===== src/rtl/regfile_write_arbiter_pkg.sv =====
`default_nettype none
// ============================================================================
// Module   : regfile_write_arbiter_pkg
// Purpose  : Shared widths, requester ids and helpers for the register-file
//            write-port arbiter, its interface and its decoder.
// Ports    : none (package)
// Revision : 1.0 - initial release
// ============================================================================
package regfile_write_arbiter_pkg;

  localparam int DATA_WIDTH = 32;
  localparam int ADDR_WIDTH = 5;
  localparam int NUM_REGS   = 2 ** ADDR_WIDTH;
  localparam int CNT_WIDTH  = 16;

  // Requester ids as carried on last_grant.
  localparam logic REQ_ALU = 1'b0;
  localparam logic REQ_MDU = 1'b1;

  // Register 0 is hardwired zero and never receives an enable pulse.
  localparam logic [ADDR_WIDTH-1:0] REG_ZERO = '0;

  typedef logic [ADDR_WIDTH-1:0] addr_t;
  typedef logic [DATA_WIDTH-1:0] data_t;
  typedef logic [NUM_REGS-1:0]   wen_t;
  typedef logic [CNT_WIDTH-1:0]  cnt_t;

  localparam cnt_t CNT_MAX = '1;

  // Increment that sticks at the all-ones value instead of wrapping.
  function automatic cnt_t sat_inc(input cnt_t value);
    return (value == CNT_MAX) ? value : value + cnt_t'(1);
  endfunction

endpackage
`default_nettype wire


===== src/rtl/regfile_write_arbiter_if.sv =====
`default_nettype none
// ============================================================================
// Module   : regfile_write_arbiter_if
// Purpose  : Bundles both writeback requester handshakes and the registered
//            register-file write bus.
// Ports    : master - requester/register-file side (drives req*_valid/addr/
//                     data, observes readies and the write bus)
//            slave  - arbiter side (drives readies, write bus, last_grant,
//                     conflict_cnt)
// Revision : 1.0 - initial release
// ============================================================================
interface regfile_write_arbiter_if;
  import regfile_write_arbiter_pkg::*;

  logic  req0_valid;
  addr_t req0_addr;
  data_t req0_data;
  logic  req0_ready;

  logic  req1_valid;
  addr_t req1_addr;
  data_t req1_data;
  logic  req1_ready;

  wen_t  wr_enable;
  addr_t wr_addr;
  data_t wr_data;
  logic  last_grant;
  cnt_t  conflict_cnt;

  modport master (
    output req0_valid, req0_addr, req0_data,
    input  req0_ready,
    output req1_valid, req1_addr, req1_data,
    input  req1_ready,
    input  wr_enable, wr_addr, wr_data, last_grant, conflict_cnt
  );

  modport slave (
    input  req0_valid, req0_addr, req0_data,
    output req0_ready,
    input  req1_valid, req1_addr, req1_data,
    output req1_ready,
    output wr_enable, wr_addr, wr_data, last_grant, conflict_cnt
  );

endinterface
`default_nettype wire


===== src/rtl/regfile_write_arbiter_decoder_5to32.sv =====
`default_nettype none
// ============================================================================
// Module   : decoder_5to32
// Purpose  : Combinational one-hot decode of a register address into the
//            per-register write enables. All-zero output when not enabled.
// Ports    : addr   in  ADDR_WIDTH  register address to decode
//            enable in  1           gate; low gives an all-zero output
//            onehot out NUM_REGS    one-hot write enable
// Revision : 1.0 - initial release
// ============================================================================
module decoder_5to32
  import regfile_write_arbiter_pkg::*;
(
  input  addr_t addr,
  input  logic  enable,
  output wen_t  onehot
);

  always_comb begin
    onehot = '0;
    if (enable) begin
      onehot[addr] = 1'b1;
    end
  end

endmodule
`default_nettype wire


===== src/rtl/regfile_write_arbiter.sv =====
`default_nettype none
// ============================================================================
// Module   : regfile_write_arbiter
// Purpose  : Round-robin arbiter sharing the register file's single write
//            port between the ALU writeback (req0) and the mult/div unit
//            (req1). Grants are combinational; the granted write is
//            registered and presented one cycle later as a one-hot enable,
//            address and data. Also counts contention cycles (saturating).
// Ports    : clock    in  rising-edge clock
//            clear_n  in  asynchronous active-low reset
//            bus      slave modport of regfile_write_arbiter_if
//                     (req0/req1 handshakes, wr_enable/wr_addr/wr_data,
//                      last_grant, conflict_cnt)
// Revision : 1.0 - initial release
// ============================================================================
module regfile_write_arbiter
  import regfile_write_arbiter_pkg::*;
(
  input  logic                          clock,
  input  logic                          clear_n,
  regfile_write_arbiter_if.slave        bus
);

  logic  w_both_valid;
  logic  w_grant0;
  logic  w_grant1;
  logic  w_any_grant;
  logic  w_dec_enable;
  addr_t w_grant_addr;
  data_t w_grant_data;
  wen_t  w_onehot;

  wen_t  r_wr_enable;
  addr_t r_wr_addr;
  data_t r_wr_data;
  logic  r_last_grant;
  cnt_t  r_conflict_cnt;

  // On contention the requester that did not win last time goes first;
  // otherwise any lone requester wins. The two terms are mutually exclusive.
  assign w_both_valid = bus.req0_valid & bus.req1_valid;
  assign w_grant0     = bus.req0_valid & (~bus.req1_valid | (r_last_grant != REQ_ALU));
  assign w_grant1     = bus.req1_valid & (~bus.req0_valid | (r_last_grant != REQ_MDU));
  assign w_any_grant  = w_grant0 | w_grant1;

  assign w_grant_addr = w_grant1 ? bus.req1_addr : bus.req0_addr;
  assign w_grant_data = w_grant1 ? bus.req1_data : bus.req0_data;

  // Writes to the zero register still handshake but never pulse an enable.
  assign w_dec_enable = w_any_grant & (w_grant_addr != REG_ZERO);

  decoder_5to32 u_decoder (
    .addr   (w_grant_addr),
    .enable (w_dec_enable),
    .onehot (w_onehot)
  );

  always_ff @(posedge clock or negedge clear_n) begin
    if (!clear_n) begin
      r_wr_enable    <= '0;
      r_wr_addr      <= '0;
      r_wr_data      <= '0;
      // Pretend req1 won last so req0 takes the first tie after reset.
      r_last_grant   <= REQ_MDU;
      r_conflict_cnt <= '0;
    end else begin
      // Enable is a single-cycle pulse: re-evaluated every edge.
      r_wr_enable <= w_onehot;
      if (w_any_grant) begin
        r_wr_addr    <= w_grant_addr;
        r_wr_data    <= w_grant_data;
        r_last_grant <= w_grant1 ? REQ_MDU : REQ_ALU;
      end
      if (w_both_valid) begin
        r_conflict_cnt <= sat_inc(r_conflict_cnt);
      end
    end
  end

  assign bus.req0_ready   = w_grant0;
  assign bus.req1_ready   = w_grant1;
  assign bus.wr_enable    = r_wr_enable;
  assign bus.wr_addr      = r_wr_addr;
  assign bus.wr_data      = r_wr_data;
  assign bus.last_grant   = r_last_grant;
  assign bus.conflict_cnt = r_conflict_cnt;

endmodule
`default_nettype wire


===== src/flat_wrapper.sv =====
// flat-port wrapper written by rule: the top's interface ports become plain ports
module regfile_write_arbiter_flat import regfile_write_arbiter_pkg::*;
  (clock, clear_n, bus_req0_valid, bus_req0_addr, bus_req0_data, bus_req0_ready, bus_req1_valid, bus_req1_addr, bus_req1_data, bus_req1_ready, bus_wr_enable, bus_wr_addr, bus_wr_data, bus_last_grant, bus_conflict_cnt);
  regfile_write_arbiter_if bus_i ();
  input  logic clock;
  input  logic clear_n;
  input wire logic [$bits(bus_i.req0_valid)-1:0] bus_req0_valid;
  input wire logic [$bits(bus_i.req0_addr)-1:0] bus_req0_addr;
  input wire logic [$bits(bus_i.req0_data)-1:0] bus_req0_data;
  output wire logic [$bits(bus_i.req0_ready)-1:0] bus_req0_ready;
  input wire logic [$bits(bus_i.req1_valid)-1:0] bus_req1_valid;
  input wire logic [$bits(bus_i.req1_addr)-1:0] bus_req1_addr;
  input wire logic [$bits(bus_i.req1_data)-1:0] bus_req1_data;
  output wire logic [$bits(bus_i.req1_ready)-1:0] bus_req1_ready;
  output wire logic [$bits(bus_i.wr_enable)-1:0] bus_wr_enable;
  output wire logic [$bits(bus_i.wr_addr)-1:0] bus_wr_addr;
  output wire logic [$bits(bus_i.wr_data)-1:0] bus_wr_data;
  output wire logic [$bits(bus_i.last_grant)-1:0] bus_last_grant;
  output wire logic [$bits(bus_i.conflict_cnt)-1:0] bus_conflict_cnt;
  assign bus_i.req0_valid = bus_req0_valid;
  assign bus_i.req0_addr = bus_req0_addr;
  assign bus_i.req0_data = bus_req0_data;
  assign bus_req0_ready = bus_i.req0_ready;
  assign bus_i.req1_valid = bus_req1_valid;
  assign bus_i.req1_addr = bus_req1_addr;
  assign bus_i.req1_data = bus_req1_data;
  assign bus_req1_ready = bus_i.req1_ready;
  assign bus_wr_enable = bus_i.wr_enable;
  assign bus_wr_addr = bus_i.wr_addr;
  assign bus_wr_data = bus_i.wr_data;
  assign bus_last_grant = bus_i.last_grant;
  assign bus_conflict_cnt = bus_i.conflict_cnt;
  regfile_write_arbiter u_core (.clock(clock), .clear_n(clear_n), .bus(bus_i));
endmodule

===== config.mk =====
export PLATFORM = sky130hd
export DESIGN_NAME = regfile_write_arbiter_flat
export DESIGN_NICKNAME = d
export VERILOG_FILES = /design/src/rtl/regfile_write_arbiter_pkg.sv /design/src/rtl/regfile_write_arbiter_if.sv /design/src/rtl/regfile_write_arbiter_decoder_5to32.sv /design/src/rtl/regfile_write_arbiter.sv /design/src/flat_wrapper.sv
export SDC_FILE = /design/constraint.sdc
export NUM_CORES = 1
export LEC_CHECK = 0
export ABC_AREA = 1
export BUFFER_PORTS_ARGS = -buffer_cell sky130_fd_sc_hd__clkbuf_2
export CORE_MARGIN = 3
export CORE_UTILIZATION = 36
export CTS_CLUSTER_DIAMETER = 150
export DETAILED_ROUTE_END_ITERATION = 12
export PLACE_DENSITY = 0.72
export SLEW_MARGIN = 25
export SYNTH_ARGS = -nofsm -noshare
export SYNTH_HDL_FRONTEND = slang
export SYNTH_SLANG_ARGS = --single-unit

===== constraint.sdc =====
create_clock -name clock -period 3.64 [get_ports clock]
set_clock_uncertainty 0.15 [all_clocks]
set_input_delay 0.364 -clock clock [delete_from_list [all_inputs] [get_ports clock]]
set_output_delay 0.364 -clock clock [all_outputs]
set_load 0.01 [all_outputs]

==> flow_summary_export.csv, run 1 <==
group,metric,value,unit
global_route,grt.overflow.total,0,
setup_path,worst_path_dominant_cell_family,"buffers and inverters",
clocking,htree_num_levels,3,
timing,rsz_0062_raised_after_global_routing,"no",
job,cap_violations,0,
global_route,grt_start_max_net_pins,87,
clocking,cts_buffers,9,
clocking,clkSlewWorstSetupHoldPaths,0.09,ns
routing,routed_wire_length_per_instance,13.6,um
finish,fill_cells,1015,
clocking,tritoncts_sink_count,86,
routing,drc,0,
yosys,warnings_synthesis,0,
placed_design,detailedPlacementHpwl,8020,um
floorplanning,fp.dieW,112,um
setup_path,path_buf_inv,3,
yosys,netlist.top_cell.by_area,"dfrtp_1",
routing,drtIter0Drc,147,
timing,finalWorstPathRequiredPeriod,2.50,ns
clocking,cts.path.max_buffers,2,
global_route,grt_first_pass_wirelength,17900,um
yosys,post_synth_inst_count,485,
setup_path,cp_slowest_stage_delay,0.71,ns
timing,maxSlewViolCount,0,
setup_path,timing.critical_path.to_type,"primary output",
global_route,globalRouteTotalUtil,17.4,%
yosys,top_cells_by_instance_count_after_synthesis,"139 x nand2_1, 85 x dfrtp_1, 78 x nor2_1",
yosys,netlist_area_before_placement,4020,um2
timing,final_min_period_over_clock_period,68.8,%
floorplanning,pin_count,166,
yosys,post_synth.cell_area_avg,8.29,um2
global_route,groute.layer.met1.usage,22.9,%
floorplanning,die_height,112,um
yosys,synthFlopType,"dfrtp_1",
routing,drtAntennaViolNets,0,
floorplanning,fp.coreArea,10600,um2
global_route,antenna_found_initial,0,
timing,timing_worst_slew_pin_value,0.960,ns
yosys,ys_ff_latch,86,
yosys,synth_area_leaders,"dfrtp_1 53%, nand2_1 13%, nor2_1 7.3%",
routing,routed_via_density,4.76,
global_route,met2_usage,27.6,%
timing,layout_setup_ws,1.14,ns
setup_path,path_cells,"clkbuf_2, nand2_4, inv_1, clkbuf_2",
setup_path,crit_fanout,43,
yosys,post-synth-top-count-cell,"nand2_1",
min_path,holdCritPathClass,"input pin to flop",
global_route,grt_pass1_vias,3640,
routing,dr.pass1.iters,4,
setup_path,critPathArrivalTime,1.99,ns
routing,routed-via-count,3744,
yosys,synth_sequential_area_ratio,53.6,%
placed_design,dpl_worst_slack,1.06,ns
global_route,gr-usage-met3,4.51,%
clocking,cts_root_buffer,"clkbuf_8",
clocking,cts_setup_buffers,0,
yosys,synth_enable_flop_cells,0,
timing,fmax,400,MHz
floorplanning,fp.dieArea,12500,um2
clocking,worstSkewPairLatency,0.36,ns
timing,totalNegativeSetupSlack,0,ns
power,max_rail_drop_vdd,0.000207,V
timing,rel_slew_slack,36.0,%
finish,layout-drive-gt1-share,31.8,%
setup_path,timing.critical_path.slowest_stage_cell,"clkbuf_2",
run_status,status,"finished, final reports clean",
power,power.leakage,2.74,nW
setup_path,setup.worst_path.class,"input pin to primary output",
setup_path,crit_path_start_kind,"input pin",
clocking,post_cts.resized_instances,0,
setup_path,cpMostUsedCell,"clkbuf_2",
timing,setup_violations,0,
yosys,yosys.area.top_type_share,52.9,%
yosys,asyncSetResetFlopFracSynth,100,%
placed_design,port_buffers,165,
clocking,cts_tree,"done",
floorplanning,start_util,37.9,%
routing,route.final.wire_length,10700,um
finish,num-nets-final,724,
yosys,post_synth_num_cell_types,32,
setup_path,critical_path_required,3.13,ns
finish,area_growth,28.0,%
floorplanning,placement_row_count,37,
yosys,synthesis.nets,564,
power,p_per_area,439,nW/um2
power,p_total,2.26,mW
finish,antenna-diode-count,0,
placed_design,place.gp.congestion,0.829,
global_route,global_routing_s_busiest_layer,"met2",
timing,final-hold-violation-count,0,
timing,whs,0.128,ns
finish,postLayoutCoreUtil,48.5,%
clocking,ctsHoldBuffers,0,
[worst paths after layout]
check                      slack (ns)  depth (start not counted)                  startpoint                          end
max in group asynchronous        2.33                          2                     clear_n     u_core.bus.wr_enable[11]
setup / recovery                 1.14                          4              bus_req1_valid               bus_req1_ready
min in group asynchronous        0.46                          2                     clear_n       u_core.bus.wr_data[14]
hold reg to reg                  0.34                          2       u_core.bus.wr_addr[4]        u_core.bus.wr_addr[4]
setup reg to reg                 1.51                          8  u_core.bus.conflict_cnt[0]  u_core.bus.conflict_cnt[11]
hold / removal                   0.13                          3            bus_req0_data[4]        u_core.bus.wr_data[4]
[kinds of logic (layout without fill, tap and decap cells)]
group	count (synthesis)	after routing	share of synthesized area [%]
simple gates	262	262	28.0
xor+xnor	10	10	2.18
flops	86	86	53.6
buf+inv	50	215	6.04
other cells	1	1	0.0933
compound gates	75	75	9.78
fa+ha+maj	1	1	0.311
[metrics by stage]
stage,instances,area [um2]
after global placement,769,4920
after CTS,785,5130
final,786,5140
after detailed placement,769,4920
after floorplan,485,4020
after global routing,786,5140
[layout by cell type (no fill, tap or decap), types with 2 or more instances in the layout]
master and instances:
a21oi_1 32, buf_4 3, clkbuf_2 164, clkbuf_8 9, dfrtp_1 85, inv_1 28
inv_6 3, inv_8 2, nand2_1 139, nand2_2 8, nand2_4 5, nand3_1 14
nand4_1 8, nor2_1 78, nor2_4 3, nor3_1 3, o21ai_0 40, o21ai_2 2
xnor2_1 9
[worst min-delay path, cell delays in order]
cell and delay (ns):
clkbuf_2 0.07, nor2_1 0.03, o21ai_0 0.13
[report_power, final]
| part | switching [mW] | total (mW) | internal (mW) |
|---|---|---|---|
| combinational | 0.264 | 0.430 | 0.166 |
| clock | 0.386 | 0.720 | 0.334 |
| sequential | 0.0720 | 1.11 | 1.04 |
| total | 0.722 | 2.26 | 1.54 |
[metal layers]
| layer | part of all wire, % | wire length (um) | up-vias |
|---|---|---|---|
| li1 | - | - | 1851 |
| met1 | 44 | 4710 | 1726 |
| met2 | 46 | 4950 | 154 |
| met3 | 7.9 | 840 | 13 |
| met4 | 1.6 | 176 | 0 |
| met5 | 0 | 0 | - |
[state kept, by name, indices dropped and copies added, names as in the netlist]
| name | count |
|---|---|
| u_core.bus.wr_data | 32 |
| u_core.bus.wr_enable | 32 |
| u_core.bus.conflict_cnt | 16 |
| u_core.bus.wr_addr | 5 |
| u_core.bus.last_grant | 1 |
[layout make-up]
type	instances	area, um2	share of cell area, %
multi-input combinational	349	1630	31.7
sequential	86	2150	41.9
clock inverter	7	86.3	1.68
clock buffer	9	124	2.41
tap	136	170	3.31
inverter	30	113	2.19
timing repair buffer	169	865	16.8
Power figures use the tool's default switching activity.
==> inputs of run 2 (changes only) <==
--- a/config.mk
+++ b/config.mk
@@ -5,13 +5,13 @@
 export SDC_FILE = /design/constraint.sdc
 export NUM_CORES = 1
 export LEC_CHECK = 0
-export ABC_AREA = 1
+export ABC_AREA = 0
 export BUFFER_PORTS_ARGS = -buffer_cell sky130_fd_sc_hd__clkbuf_2
 export CORE_MARGIN = 3
 export CORE_UTILIZATION = 36
 export CTS_CLUSTER_DIAMETER = 150
 export DETAILED_ROUTE_END_ITERATION = 12
-export PLACE_DENSITY = 0.72
+export PLACE_DENSITY = 0.76
 export SLEW_MARGIN = 25
 export SYNTH_ARGS = -nofsm -noshare
 export SYNTH_HDL_FRONTEND = slang
==> constraint.sdc (replaced) <==
create_clock -name clock -period 2.28 [get_ports clock]
set_clock_uncertainty 0.15 [all_clocks]
set_input_delay 0.228 -clock clock [delete_from_list [all_inputs] [get_ports clock]]
set_output_delay 0.228 -clock clock [all_outputs]
set_load 0.01 [all_outputs]
==> flow_summary_export.csv, run 2 <==
group,metric,value,unit
power,p_total,3.98,mW
yosys,netlist_area_before_placement,3570,um2
clocking,cts.path.max_buffers,2,
min_path,holdCritPathClass,"input pin to flop",
global_route,grt.overflow.total,0,
clocking,worstSkewPairLatency,0.35,ns
placed_design,detailedPlacementHpwl,7160,um
placed_design,dpl_worst_slack,0.196,ns
floorplanning,pin_count,166,
routing,drtIter0Drc,212,
yosys,post-synth-top-count-cell,"nor2_1",
yosys,ys_ff_latch,86,
finish,area.sequential,2150,um2
clocking,htree_num_levels,3,
floorplanning,fp.dieArea,11100,um2
finish,fill_cells,806,
finish,antenna-diode-count,0,
power,p_per_area,740,nW/um2
routing,topRoutingLayerUsed,"met4",
timing,layout_setup_ws,0.0777,ns
global_route,antenna_found_initial,0,
power,p_int,2.83,mW
floorplanning,start_util,37.9,%
yosys,post_synth_num_cell_types,46,
routing,dr.pass1.iters,5,
setup_path,worstReg2RegEnd,"u_core.bus.wr_data[6]",
setup_path,r2r_cells,6,
timing,totalNegativeSetupSlack,0,ns
routing,routed_wire_length_per_instance,16.0,um
setup_path,timing.rr.start,"u_core.bus.last_grant",
yosys,yosys.area.top_type_share,59.6,%
setup_path,critPathArrivalTime,2.33,ns
clocking,tritoncts_sink_count,86,
yosys,post_synth_inst_count,339,
routing,drc,0,
routing,met2RoutedLength,5800,um
routing,routed_via_density,4.92,
yosys,post_synth.cell_area_avg,10.5,um2
finish,area_growth,50.8,%
power,switching_power,1.15,mW
finish,most_common_library_cell_in_the_layout_ignoring_fill_and_taps,"clkbuf_2",
setup_path,setup.worst_path.class,"input pin to flop",
timing,final-hold-violation-count,0,
timing,maxSlewViolCount,0,
power,max_rail_drop_vdd,0.000623,V
yosys,netlist.top_cell.by_area,"dfrtp_1",
run_status,status,"finished, final reports clean",
yosys,asyncSetResetFlopFracSynth,100,%
setup_path,critical_path_required,2.41,ns
global_route,grt_start_max_net_pins,51,
routing,drtAntennaViolNets,0,
routing,wl_met3,802,um
global_route,grt_pass1_vias,3533,
clocking,clkSlewWorstSetupHoldPaths,0.08,ns
yosys,top_cells_by_instance_count_after_synthesis,"106 x nor2_1, 85 x dfrtp_1, 33 x o22ai_1",
finish,area_of_combinational_cells_with_multiple_inputs,1300,um2
placed_design,port_buffers,165,
timing,fmax,454,MHz
floorplanning,placement_row_count,35,
power,pwr-share-seq,45.5,%
setup_path,r2r_slack,0.15,ns
yosys,warnings_synthesis,0,
setup_path,timing.critical_path.to_type,"flop",
floorplanning,die_height,106,um
power,power.leakage,2.67,nW
timing,setup_violations,0,
finish,postLayoutCoreUtil,57.2,%
yosys,synth_sequential_area_ratio,60.3,%
routing,met1_length,4360,um
yosys,synth_area_leaders,"dfrtp_1 60%, nor2_1 11%, o22ai_1 5.8%",
clocking,cts_buffers,9,
setup_path,crit_fanout,17,
power,comb_power_share,21.5,%
setup_path,crit_path_start_kind,"input pin",
global_route,globalRouteTotalUtil,19.6,%
clocking,cts_setup_buffers,0,
yosys,synthFlopType,"dfrtp_1",
job,cap_violations,0,
routing,routed-via-count,3426,
min_path,worst_hold_path.num_cells,3,
timing,rsz_0062_raised_after_global_routing,"no",
timing,rel_slew_slack,66.6,%
power,power.clock.fraction,32.9,%
floorplanning,fp.dieW,106,um
finish,layout-drive-gt1-share,36.2,%
yosys,synthesis.nets,418,
floorplanning,fp.coreArea,9420,um2
min_path,worst_hold_startpoint,"bus_req0_data[25]",
finish,top_library_cells_by_usage_in_the_layout_fill_and_taps_aside,"164 x clkbuf_2, 106 x nor2_1, 85 x dfrtp_1",
timing,timing_worst_slew_pin_value,0.501,ns
timing,finalWorstPathRequiredPeriod,2.20,ns
finish,num-nets-final,641,
power,power.switching_fraction,28.9,%
yosys,synth_enable_flop_cells,0,
placed_design,place.gp.congestion,0.813,
clocking,cts_tree,"done",
timing,final_min_period_over_clock_period,96.6,%
min_path,timing.hold.worst_endpoint,"u_core.bus.wr_data[25]",
global_route,grt_first_pass_wirelength,17400,um
routing,route.final.wire_length,11100,um
clocking,cts_root_buffer,"clkbuf_8",
-- run 2: how the worst max path moves through the flow --
stage                               startpoint                          end
floorplan           u_core.bus.conflict_cnt[0]  u_core.bus.conflict_cnt[14]
global placement         u_core.bus.last_grant     u_core.bus.wr_enable[27]
detailed placement       u_core.bus.last_grant     u_core.bus.wr_enable[27]
CTS                             bus_req1_valid       u_core.bus.wr_data[29]
global route                    bus_req1_valid        u_core.bus.wr_data[6]
finish                          bus_req1_valid        u_core.bus.wr_data[6]
-- run 2: logic make-up after synthesis --
logic type      share of synthesized area (%)
buf+inv                                  3.47
compound gates                           10.2
flops                                    60.3
xor+xnor                                 1.72
simple gates                             19.3
fa+ha+maj                               0.350
other cells                             0.105
mux                                      4.45
-- run 2: worst max-delay path: stages --
cell           delay, ns
dlygate4sd3_1       0.53
clkbuf_2            0.16
or2b_1              0.28
nand2_2             0.14
buf_12              0.18
o22ai_1             0.10
nor2_1              0.15
dlygate4sd3_1       0.56
-- run 2: final cells by class --
cell class	count	share of cell area, %
Clock buffer	9	2.30
Clock inverter	7	2.33
Inverter	4	0.302
Multi-Input combinational cell	232	24.2
Sequential cell	86	40.0
Tap cell	129	3.00
Timing Repair Buffer	229	27.8
-- run 2: metal layers --
layer  GRT usage (%)  up-vias
met1            23.3     1671
li1                -     1601
met3            5.33       13
met2            34.7      141
met4            5.55        0
met5               0        -
-- run 2: power by group through the flow --
stage	Clock, mW	Combinational, mW	Sequential (mW)
6_report	1.31	0.858	1.81
5_1_grt	1.40	0.945	1.83
4_1_cts	1.34	0.828	1.81
3_5_place_dp	0	0.711	1.84
3_3_place_gp	0	0.695	1.83
2_1_floorplan	0	0.314	1.89
-- run 2: what timing repair did --
action,in CTS,in global routing
gates resized for setup,0,7
setup endpoints to repair,0,25
hold endpoints to repair,68,0
hold buffers,57,0
-- run 2: metrics by stage --
stage | hold WS (ns) | cell area (um2) | cells
floorplan | -0.218 | 3570 | 339
global placement | 0.0696 | 4510 | 622
detailed placement | 0.0803 | 4510 | 622
CTS | 0.00263 | 5330 | 695
global route | 0.0206 | 5380 | 696
finish | 0.0175 | 5380 | 696
==> inputs of run 3 (changes only) <==
--- a/config.mk
+++ b/config.mk
@@ -7,7 +7,8 @@
 export LEC_CHECK = 0
 export ABC_AREA = 0
 export BUFFER_PORTS_ARGS = -buffer_cell sky130_fd_sc_hd__clkbuf_2
-export CORE_MARGIN = 3
+export CORE_ASPECT_RATIO = 1.25
+export CORE_MARGIN = 2
 export CORE_UTILIZATION = 36
 export CTS_CLUSTER_DIAMETER = 150
 export DETAILED_ROUTE_END_ITERATION = 12
==> flow_summary_export.csv, run 3 (synthesized netlist as in run 2, its figures left out) <==
group,metric,value,unit
routing,dr.pass1.iters,4,
setup_path,crit_path_start_kind,"flop",
routing,routed_wire_length_per_instance,14.7,um
floorplanning,pin_count,166,
setup_path,worstReg2RegEnd,"u_core.bus.wr_enable[6]",
clocking,tritoncts_sink_count,86,
floorplanning,placement_row_count,40,
floorplanning,fp.dieW,93.1,um
setup_path,cp_slowest_stage_delay,0.57,ns
finish,top_library_cells_by_usage_in_the_layout_fill_and_taps_aside,"164 x clkbuf_2, 106 x nor2_1, 85 x dfrtp_1",
timing,timing_worst_slew_pin_value,0.742,ns
setup_path,timing.rr.start,"u_core.bus.last_grant",
setup_path,critical_path_required,2.34,ns
timing,final-hold-violation-count,0,
routing,drc,0,
timing,fmax,487,MHz
setup_path,r2r_slack,0.23,ns
routing,routed-via-count,3298,
finish,area_growth,41.9,%
setup_path,crit_start,"u_core.bus.last_grant",
timing,rel_slew_slack,50.5,%
clocking,cts_root_buffer,"clkbuf_16",
power,power.leakage,2.55,nW
clocking,cts.path.max_buffers,2,
global_route,grt_pass1_vias,3330,
setup_path,cp.depth,5,
clocking,cts_tree,"done",
setup_path,r2r_cells,5,
timing,rsz_0062_raised_after_global_routing,"no",
clocking,htree_num_levels,3,
routing,route.final.wire_length,9760,um
timing,final_min_period_over_clock_period,90.0,%
job,cap_violations,0,
finish,fill_cells,880,
clocking,cts_buffers,9,
routing,routed_via_density,4.98,
floorplanning,fp.coreArea,9610,um2
finish,most_common_library_cell_in_the_layout_ignoring_fill_and_taps,"clkbuf_2",
clocking,cts_setup_buffers,0,
setup_path,path_cells,"a21bo_1, clkinv_2, a32o_1, nand2b_1, nor2_1",
setup_path,path_buf_inv,1,
floorplanning,start_util,37.1,%
finish,num-nets-final,609,
global_route,antenna_found_initial,0,
finish,final_cell_area,5070,um2
global_route,grt_start_max_net_pins,50,
placed_design,dp.cells,617,
global_route,grt.overflow.total,0,
routing,drtIter0Drc,141,
finish,area_of_combinational_cells_with_multiple_inputs,1290,um2
timing,totalNegativeSetupSlack,0,ns
setup_path,timing.critical_path.to_type,"flop",
placed_design,detailedPlacementHpwl,6860,um
floorplanning,die_height,115,um
setup_path,crit_fanout,8,
global_route,grt_first_pass_wirelength,15500,um
finish,final_cells,662,
clocking,clkSlewWorstSetupHoldPaths,0.07,ns
global_route,globalRouteTotalUtil,18.6,%
clocking,post_cts.resized_instances,0,
setup_path,worstSetupEndpoint,"u_core.bus.wr_enable[6]",
placed_design,post_dp_cell_area,4490,um2
finish,area.sequential,2150,um2
setup_path,worst_path_dominant_cell_family,"compound AO/OA/AOI/OAI gates",
timing,whs,0.00883,ns
power,p_total,3.96,mW
min_path,holdCritPathClass,"input pin to flop",
setup_path,setup.worst_path.class,"flop to flop",
finish,layout-drive-gt1-share,37.4,%
timing,maxSlewViolCount,0,
routing,drtAntennaViolNets,0,
power,p_per_area,781,nW/um2
power,max_rail_drop_vdd,0.000423,V
placed_design,place.gp.congestion,0.788,
placed_design,port_buffers,165,
setup_path,critPathArrivalTime,2.11,ns
clocking,ctsHoldBuffers,28,
timing,setup_violations,0,
setup_path,timing.critical_path.slowest_stage_cell,"dfstp_2",
clocking,worstSkewPairLatency,0.33,ns
floorplanning,fp.dieArea,10700,um2
run_status,status,"finished, final reports clean",
timing,finalWorstPathRequiredPeriod,2.05,ns
## run 3: how the worst min path moves through the flow
stage / cells after the start / end / from
global placement: 1 / u_core.bus.wr_enable[22] / clear_n
finish: 3 / u_core.bus.wr_data[7] / bus_req0_data[7]
CTS: 3 / u_core.bus.wr_data[7] / bus_req0_data[7]
global route: 3 / u_core.bus.wr_data[7] / bus_req0_data[7]
detailed placement: 1 / u_core.bus.wr_enable[21] / clear_n
floorplan: 0 / u_core.bus.conflict_cnt[0] / clear_n
## run 3: layout make-up
class | count | share of cell area (%)
Sequential cell | 86 | 42.5
Multi-Input combinational cell | 232 | 25.5
Timing Repair Buffer | 197 | 22.7
Tap cell | 126 | 3.11
Clock buffer | 10 | 4.72
Inverter | 4 | 0.321
Clock inverter | 6 | 1.06
Antenna cell | 1 | 0.0494
## run 3: power breakdown
part,internal (mW),leakage [nW],switching (mW)
clock,0.784,0.141,0.610
combinational,0.330,1.33,0.415
sequential,1.68,1.08,0.137
total,2.79,2.55,1.16
## run 3: per-layer routing
metal	vias to the layer above	global-route usage, %	routed length (um)
met1	1610	21.5	3750
li1	1540	-	-
met2	136	32.5	5100
met3	12	6.03	785
met5	-	0	0
met4	0	6.57	127
## run 3: worst reg2reg max path: cells and delay by family, from the launching register on
family          cells  cell delay [ns]
buf+inv             1             0.15
compound gates      2             0.66
flops               1             0.57
simple gates        2             0.40
## run 3: stage by stage
step           utilization, %  worst slack [ns]
5_1_grt                  52.7            0.0853
3_5_place_dp             46.7             0.224
2_1_floorplan               -             0.525
4_1_cts                  52.7             0.213
6_report                 52.7             0.228
3_3_place_gp             46.7             0.308
